===== config.mk =====
export PLATFORM = sky130hd
export DESIGN_NAME = dispatch_ctrl
export DESIGN_NICKNAME = d
export VERILOG_FILES = /design/src/rtl/dispatch_ctrl_pkg.sv /design/src/rtl/dispatch_scoreboard.sv /design/src/rtl/dispatch_ctrl.sv
export SDC_FILE = /design/constraint.sdc
export NUM_CORES = 1
export LEC_CHECK = 0
export ABC_CLOCK_PERIOD_IN_PS = 6000
export BUFFER_PORTS_ARGS = -buffer_cell sky130_fd_sc_hd__buf_2
export CAP_MARGIN = 20
export CORE_MARGIN = 2
export CORE_UTILIZATION = 38
export CTS_BUF_LIST = sky130_fd_sc_hd__clkbuf_2 sky130_fd_sc_hd__clkbuf_4 sky130_fd_sc_hd__clkbuf_8
export DETAILED_ROUTE_END_ITERATION = 6
export REMOVE_ABC_BUFFERS = 1
export SLEW_MARGIN = 20
export SYNTH_ARGS = -nofsm -noshare
export SYNTH_HDL_FRONTEND = slang
export SYNTH_SLANG_ARGS = --single-unit

===== constraint.sdc =====
create_clock -name i_clk -period 6 [get_ports i_clk]
set_clock_uncertainty 0.2 [all_clocks]
set_input_delay 0.9 -clock i_clk [delete_from_list [all_inputs] [get_ports i_clk]]
set_output_delay 0.9 -clock i_clk [all_outputs]
set_load 0.01 [all_outputs]

===== src/rtl/dispatch_ctrl_pkg.sv =====
// rtl/dispatch_ctrl_pkg.sv - shared state, unit-select and payload types for the dispatch controller
package dispatch_ctrl_pkg;

  typedef enum logic {
    ST_EMPTY = 1'b0,
    ST_HELD  = 1'b1
  } state_e;

  typedef enum logic [1:0] {
    UNIT_ALU = 2'd0,
    UNIT_LSU = 2'd1,
    UNIT_BRU = 2'd2
  } unit_e;

  typedef struct packed {
    logic        branch;
    logic        jump;
    logic        mem_read;
    logic        mem_write;
    logic        reg_write;
    logic        alu_src_imm;
    logic        alu_src_pc;
    logic [4:0]  rs1;
    logic [4:0]  rs2;
    logic [4:0]  rd;
    logic [31:0] imm;
    logic [1:0]  alu_op;
    logic [1:0]  write_data;
    logic [2:0]  load_size;
  } payload_t;

  // Control flow outranks memory access so a malformed branch+load still goes to the BRU.
  function automatic unit_e steer(input payload_t p);
    unit_e u;
    u = UNIT_ALU;
    if (p.branch || p.jump) begin
      u = UNIT_BRU;
    end else if (p.mem_read || p.mem_write) begin
      u = UNIT_LSU;
    end
    return u;
  endfunction

endpackage


===== src/rtl/dispatch_scoreboard.sv =====
// rtl/dispatch_scoreboard.sv - register busy vector with same-cycle writeback bypass and hazard check
module dispatch_scoreboard
  import dispatch_ctrl_pkg::*;
(
  input  logic        i_clk,
  input  logic        i_rst,
  input  logic        i_wb_valid,
  input  logic [4:0]  i_wb_rd,
  input  payload_t    i_cand,
  input  logic        i_set,
  output logic        o_hazard,
  output logic [31:0] o_busy_vec
);

  logic [31:0] r_busy;
  logic [31:0] w_clear_mask;
  logic [31:0] w_set_mask;
  logic [31:0] w_busy_next_clear;
  logic        w_rs1_used;
  logic        w_rs2_used;
  logic        w_rs1_haz;
  logic        w_rs2_haz;
  logic        w_rd_haz;

  assign w_clear_mask      = i_wb_valid ? (32'd1 << i_wb_rd) : 32'd0;
  assign w_set_mask        = (i_set && i_cand.reg_write) ? (32'd1 << i_cand.rd) : 32'd0;
  assign w_busy_next_clear = r_busy & ~w_clear_mask;

  assign w_rs1_used = ~i_cand.alu_src_pc;
  assign w_rs2_used = i_cand.branch | i_cand.mem_write | ~i_cand.alu_src_imm;

  assign w_rs1_haz = w_rs1_used && (i_cand.rs1 != 5'd0) && w_busy_next_clear[i_cand.rs1];
  assign w_rs2_haz = w_rs2_used && (i_cand.rs2 != 5'd0) && w_busy_next_clear[i_cand.rs2];
  assign w_rd_haz  = i_cand.reg_write && (i_cand.rd != 5'd0) && w_busy_next_clear[i_cand.rd];

  assign o_hazard   = w_rs1_haz | w_rs2_haz | w_rd_haz;
  assign o_busy_vec = r_busy;

  // Set is OR-ed after the clear so a new producer of rd wins over a retiring one.
  always_ff @(posedge i_clk or posedge i_rst) begin
    if (i_rst) begin
      r_busy <= 32'd0;
    end else begin
      r_busy <= (w_busy_next_clear | w_set_mask) & 32'hFFFF_FFFE;
    end
  end

endmodule


===== src/rtl/dispatch_ctrl.sv =====
// rtl/dispatch_ctrl.sv - single-entry dispatch stage steering decoded ops to ALU, LSU or BRU
module dispatch_ctrl
  import dispatch_ctrl_pkg::*;
(
  input  logic        i_clk,
  input  logic        i_rst,
  input  logic        i_in_valid,
  output logic        o_in_ready,
  input  logic        i_branch,
  input  logic        i_jump,
  input  logic        i_mem_read,
  input  logic        i_mem_write,
  input  logic        i_reg_write,
  input  logic        i_alu_src_imm,
  input  logic        i_alu_src_pc,
  input  logic [4:0]  i_rs1,
  input  logic [4:0]  i_rs2,
  input  logic [4:0]  i_rd,
  input  logic [31:0] i_imm,
  input  logic [1:0]  i_alu_op,
  input  logic [1:0]  i_write_data,
  input  logic [2:0]  i_load_size,
  output logic        o_alu_valid,
  output logic        o_lsu_valid,
  output logic        o_bru_valid,
  input  logic        i_alu_ready,
  input  logic        i_lsu_ready,
  input  logic        i_bru_ready,
  output payload_t    o_payload,
  input  logic        i_wb_valid,
  input  logic [4:0]  i_wb_rd,
  input  logic        i_flush,
  output logic [31:0] o_busy_vec,
  output logic [31:0] o_dispatch_count
);

  state_e      r_state;
  payload_t    r_payload;
  logic        r_alu_valid;
  logic        r_lsu_valid;
  logic        r_bru_valid;
  logic [31:0] r_count;

  payload_t    w_in;
  unit_e       w_in_unit;
  logic        w_fire;
  logic        w_accept;
  logic        w_hazard;

  assign w_in = '{
    branch:      i_branch,
    jump:        i_jump,
    mem_read:    i_mem_read,
    mem_write:   i_mem_write,
    reg_write:   i_reg_write,
    alu_src_imm: i_alu_src_imm,
    alu_src_pc:  i_alu_src_pc,
    rs1:         i_rs1,
    rs2:         i_rs2,
    rd:          i_rd,
    imm:         i_imm,
    alu_op:      i_alu_op,
    write_data:  i_write_data,
    load_size:   i_load_size
  };

  assign w_in_unit = steer(w_in);

  // Flush masks the valids in its own cycle so a flushed op can never fire or be counted.
  assign o_alu_valid = r_alu_valid & ~i_flush;
  assign o_lsu_valid = r_lsu_valid & ~i_flush;
  assign o_bru_valid = r_bru_valid & ~i_flush;

  assign w_fire     = (o_alu_valid & i_alu_ready) | (o_lsu_valid & i_lsu_ready) |
                      (o_bru_valid & i_bru_ready);
  assign o_in_ready = ~i_rst & ((r_state == ST_EMPTY) | w_fire) & ~w_hazard & ~i_flush;
  assign w_accept   = i_in_valid & o_in_ready;

  assign o_payload        = r_payload;
  assign o_dispatch_count = r_count;

  dispatch_scoreboard u_scoreboard (
    .i_clk      (i_clk),
    .i_rst      (i_rst),
    .i_wb_valid (i_wb_valid),
    .i_wb_rd    (i_wb_rd),
    .i_cand     (w_in),
    .i_set      (w_accept),
    .o_hazard   (w_hazard),
    .o_busy_vec (o_busy_vec)
  );

  always_ff @(posedge i_clk or posedge i_rst) begin
    if (i_rst) begin
      r_state     <= ST_EMPTY;
      r_payload   <= '0;
      r_alu_valid <= 1'b0;
      r_lsu_valid <= 1'b0;
      r_bru_valid <= 1'b0;
      r_count     <= 32'd0;
    end else begin
      if (w_fire) begin
        r_count <= r_count + 32'd1;
      end
      if (i_flush) begin
        r_state     <= ST_EMPTY;
        r_alu_valid <= 1'b0;
        r_lsu_valid <= 1'b0;
        r_bru_valid <= 1'b0;
      end else if (w_accept) begin
        r_state     <= ST_HELD;
        r_payload   <= w_in;
        r_alu_valid <= (w_in_unit == UNIT_ALU);
        r_lsu_valid <= (w_in_unit == UNIT_LSU);
        r_bru_valid <= (w_in_unit == UNIT_BRU);
      end else if (w_fire) begin
        r_state     <= ST_EMPTY;
        r_alu_valid <= 1'b0;
        r_lsu_valid <= 1'b0;
        r_bru_valid <= 1'b0;
      end
    end
  end

endmodule


==> qor.yml <==
status:
  status: "complete, no violations"
global_route:
  grt_max_degree: 77
  antenna_found_initial: 0
  grt_pass1_vias: 5473
  grt_first_pass_wirelength_mm: 29.5
  grt_overflow: 0
  grt_use_total_pct: 21.2
clock_tree:
  clkSinkCount: 128
  clock_latency_ns: 0.45
  post-cts-setup-buffers: 0
  numCtsBuffers: 17
  h-tree-depth: 4
  path_clk_slew_ns: 0.08
  tritoncts: "done"
  cts-resized-gates: 0
  hold_buffers: 0
  clock_path_buffers: 2
  clockRootBuffer: "clkbuf_8"
drt:
  drcViolationCount: 0
  totalWireLength_mm: 18.7
  via_per_inst: 5.58
  firstDrtPassIters: 5
  antenna_left: 0
  detail_route.iter0.violations: 525
  num_vias: 5509
  routedWlPerCell_um: 19.0
timing:
  setup_viol: 0
  fin_tns_setup_ns: 0
  fin_crit_ns: 4.68
  tightest_slew_ns: 0.881
  final_hold_viol_count: 0
  fin_crit_sh_pct: 78.0
  maxSlewViolCount: 0
  slew_headroom_pct: 41.3
  hold-worst-slack_ns: 0.284
  fmax_ghz: 0.214
  rsz0062_at_grt: "no"
layout:
  syn_to_final_growth_pct: 23.6
  fin_util_pct: 47.8
  layout.nets: 829
  n_fill_cell: 1567
  fin_cells: 987
  layout-drive-gt1-share_pct: 40.8
  diodes: 0
hold_path:
  hold_class: "flop to flop"
place:
  gp_congestion: 0.962
  dpl.cell_count: 955
  io_buffers: 201
  post-dp-hpwl_mm: 13.9
power_and_ir_drop:
  combPwrFrac_pct: 22.9
  p_seq_share_pct: 47.7
  p_clk_share_pct: 29.4
  netSwitchingPower_uw: 727
  swShare_pct: 32.1
  cellPowerDensity_mw_per_mm2: 286
  cellLeakagePower_uw: 0.00378
  vdd_drop_max_mv: 0.147
  p_int_uw: 1540
synthesis:
  ys_top_cells_by_count: "dfrtp_1, mux2_2, nand2_1"
  ys_ff_latch: 128
  synth_area_leader_cell: "dfrtp_1"
  yosysSeqAreaShare_pct: 50.1
  avgSynthCellArea_um2: 11.3
  netlist_instances: 566
  ys_top_cells_by_area: "dfrtp_1, mux2_2, o31ai_1"
  synth.most_common_cell: "dfrtp_1"
  synth_cell_types: 62
  syn_area_mm2: 0.00640
  synth_edf_count: 0
  netlist.area_leader.share_pct: 50.1
  async_flop_share_pct: 100
  synth_warnings: 0
  synth-main-ff-cell: "dfrtp_1"
floorplanning:
  dieArea_mm2: 0.0179
  die_y_um: 134
  ioPinCount: 203
  row_count: 47
  core_area_mm2: 0.0165
  die_w_um: 134
  start_util_pct: 38.7
run:
  cap_violations: 0
worst_setup_path:
  crit_path_end_kind: "output port"
  cp_data_required_time_ns: 4.90
  critPathMaxFanout: 12
  cp.arrival_ns: 3.58
  cp-start-kind: "input port"
  critical_path_class: "input port to output port"
==> worst paths after layout <==
check	from	cells after the start	slack, ns	endpoint
setup / recovery	i_wb_rd[4]	9	1.32	o_in_ready
hold / removal	o_dispatch_count[11]	1	0.28	o_dispatch_count[11]
setup reg to reg	u_scoreboard.o_busy_vec[28]	8	2.67	o_payload[20]
hold reg to reg	o_dispatch_count[11]	1	0.28	o_dispatch_count[11]
max in group asynchronous	i_rst	3	3.87	o_dispatch_count[2]
min in group asynchronous	i_rst	2	0.45	r_lsu_valid
==> worst max-delay path: stages <==
cell and delay [ns]:
buf_2 0.11, or2_1 0.43, o21ai_0 0.74, mux2i_1 0.18, a221oi_1 0.34, a21oi_1 0.16
a32oi_1 0.40, and2_1 0.19, buf_2 0.12
==> sequential cells by signal, summed over array words and instances (netlist names) <==
signal                   count
u_scoreboard.o_busy_vec     31
r_bru_valid                  1
r_lsu_valid                  1
r_alu_valid                  1
o_dispatch_count            32
o_payload                   61
r_state                      1
==> per-stage QoR <==
step	cell area [µm²]	total power, µW	worst slack, ns
2_1_floorplan	6230	1360	1.43
3_3_place_gp	7560	1600	1.38
3_5_place_dp	7560	1620	1.34
4_1_cts	7910	2290	1.40
5_1_grt	7910	2390	1.26
6_report	7910	2260	1.32
==> cell families after synthesis <==
family | synth area share [%]
other | 0.0586
AO/OA/AOI/OAI | 12.4
flip-flops | 50.1
adder cells (fa/ha/maj) | 0.196
XOR/XNOR | 4.65
multiplexers | 15.8
buffers and inverters | 3.25
AND/OR/NAND/NOR | 13.6
==> cells in the final DEF (no fill, tap or decap), types with 12 or more instances in the layout <==
master	count
dfrtp_1	128
mux2_2	60
nand3_1	22
o31ai_1	24
xnor2_1	20
mux2i_1	12
nand2_1	42
buf_2	201
xor2_1	14
clkbuf_8	17
nor2_1	26
o21ai_0	23
==> area by class of cell <==
class | count | area [µm²] | share of cell area, %
multi-input cells | 392 | 2990 | 37.9
repair buffers | 204 | 1040 | 13.2
inverters | 11 | 43.8 | 0.554
clock buffers | 18 | 241 | 3.05
flip-flops and latches | 128 | 3200 | 40.5
clock inverters | 14 | 108 | 1.36
well taps | 220 | 275 | 3.48
==> layer usage <==
layer	wire length (µm)	vias to the layer above	global-route usage [%]	part of all wire [%]
met3	1720	36	6.81	9.2
li1	-	2484	-	-
met1	7660	2698	28.0	41
met4	441	0	7.80	2.4
met5	0	-	0	0
met2	8920	291	32.6	48
==> power by group through the flow <==
| stage | sequential (µW) | combinational, µW | clock [µW] |
|---|---|---|---|
| 2_1_floorplan | 1160 | 203 | 0 |
| 5_1_grt | 1100 | 563 | 731 |
| 4_1_cts | 1080 | 521 | 686 |
| 3_5_place_dp | 1100 | 520 | 0 |
| 6_report | 1080 | 518 | 665 |
| 3_3_place_gp | 1090 | 511 | 0 |
Power figures use the tool's default switching activity.
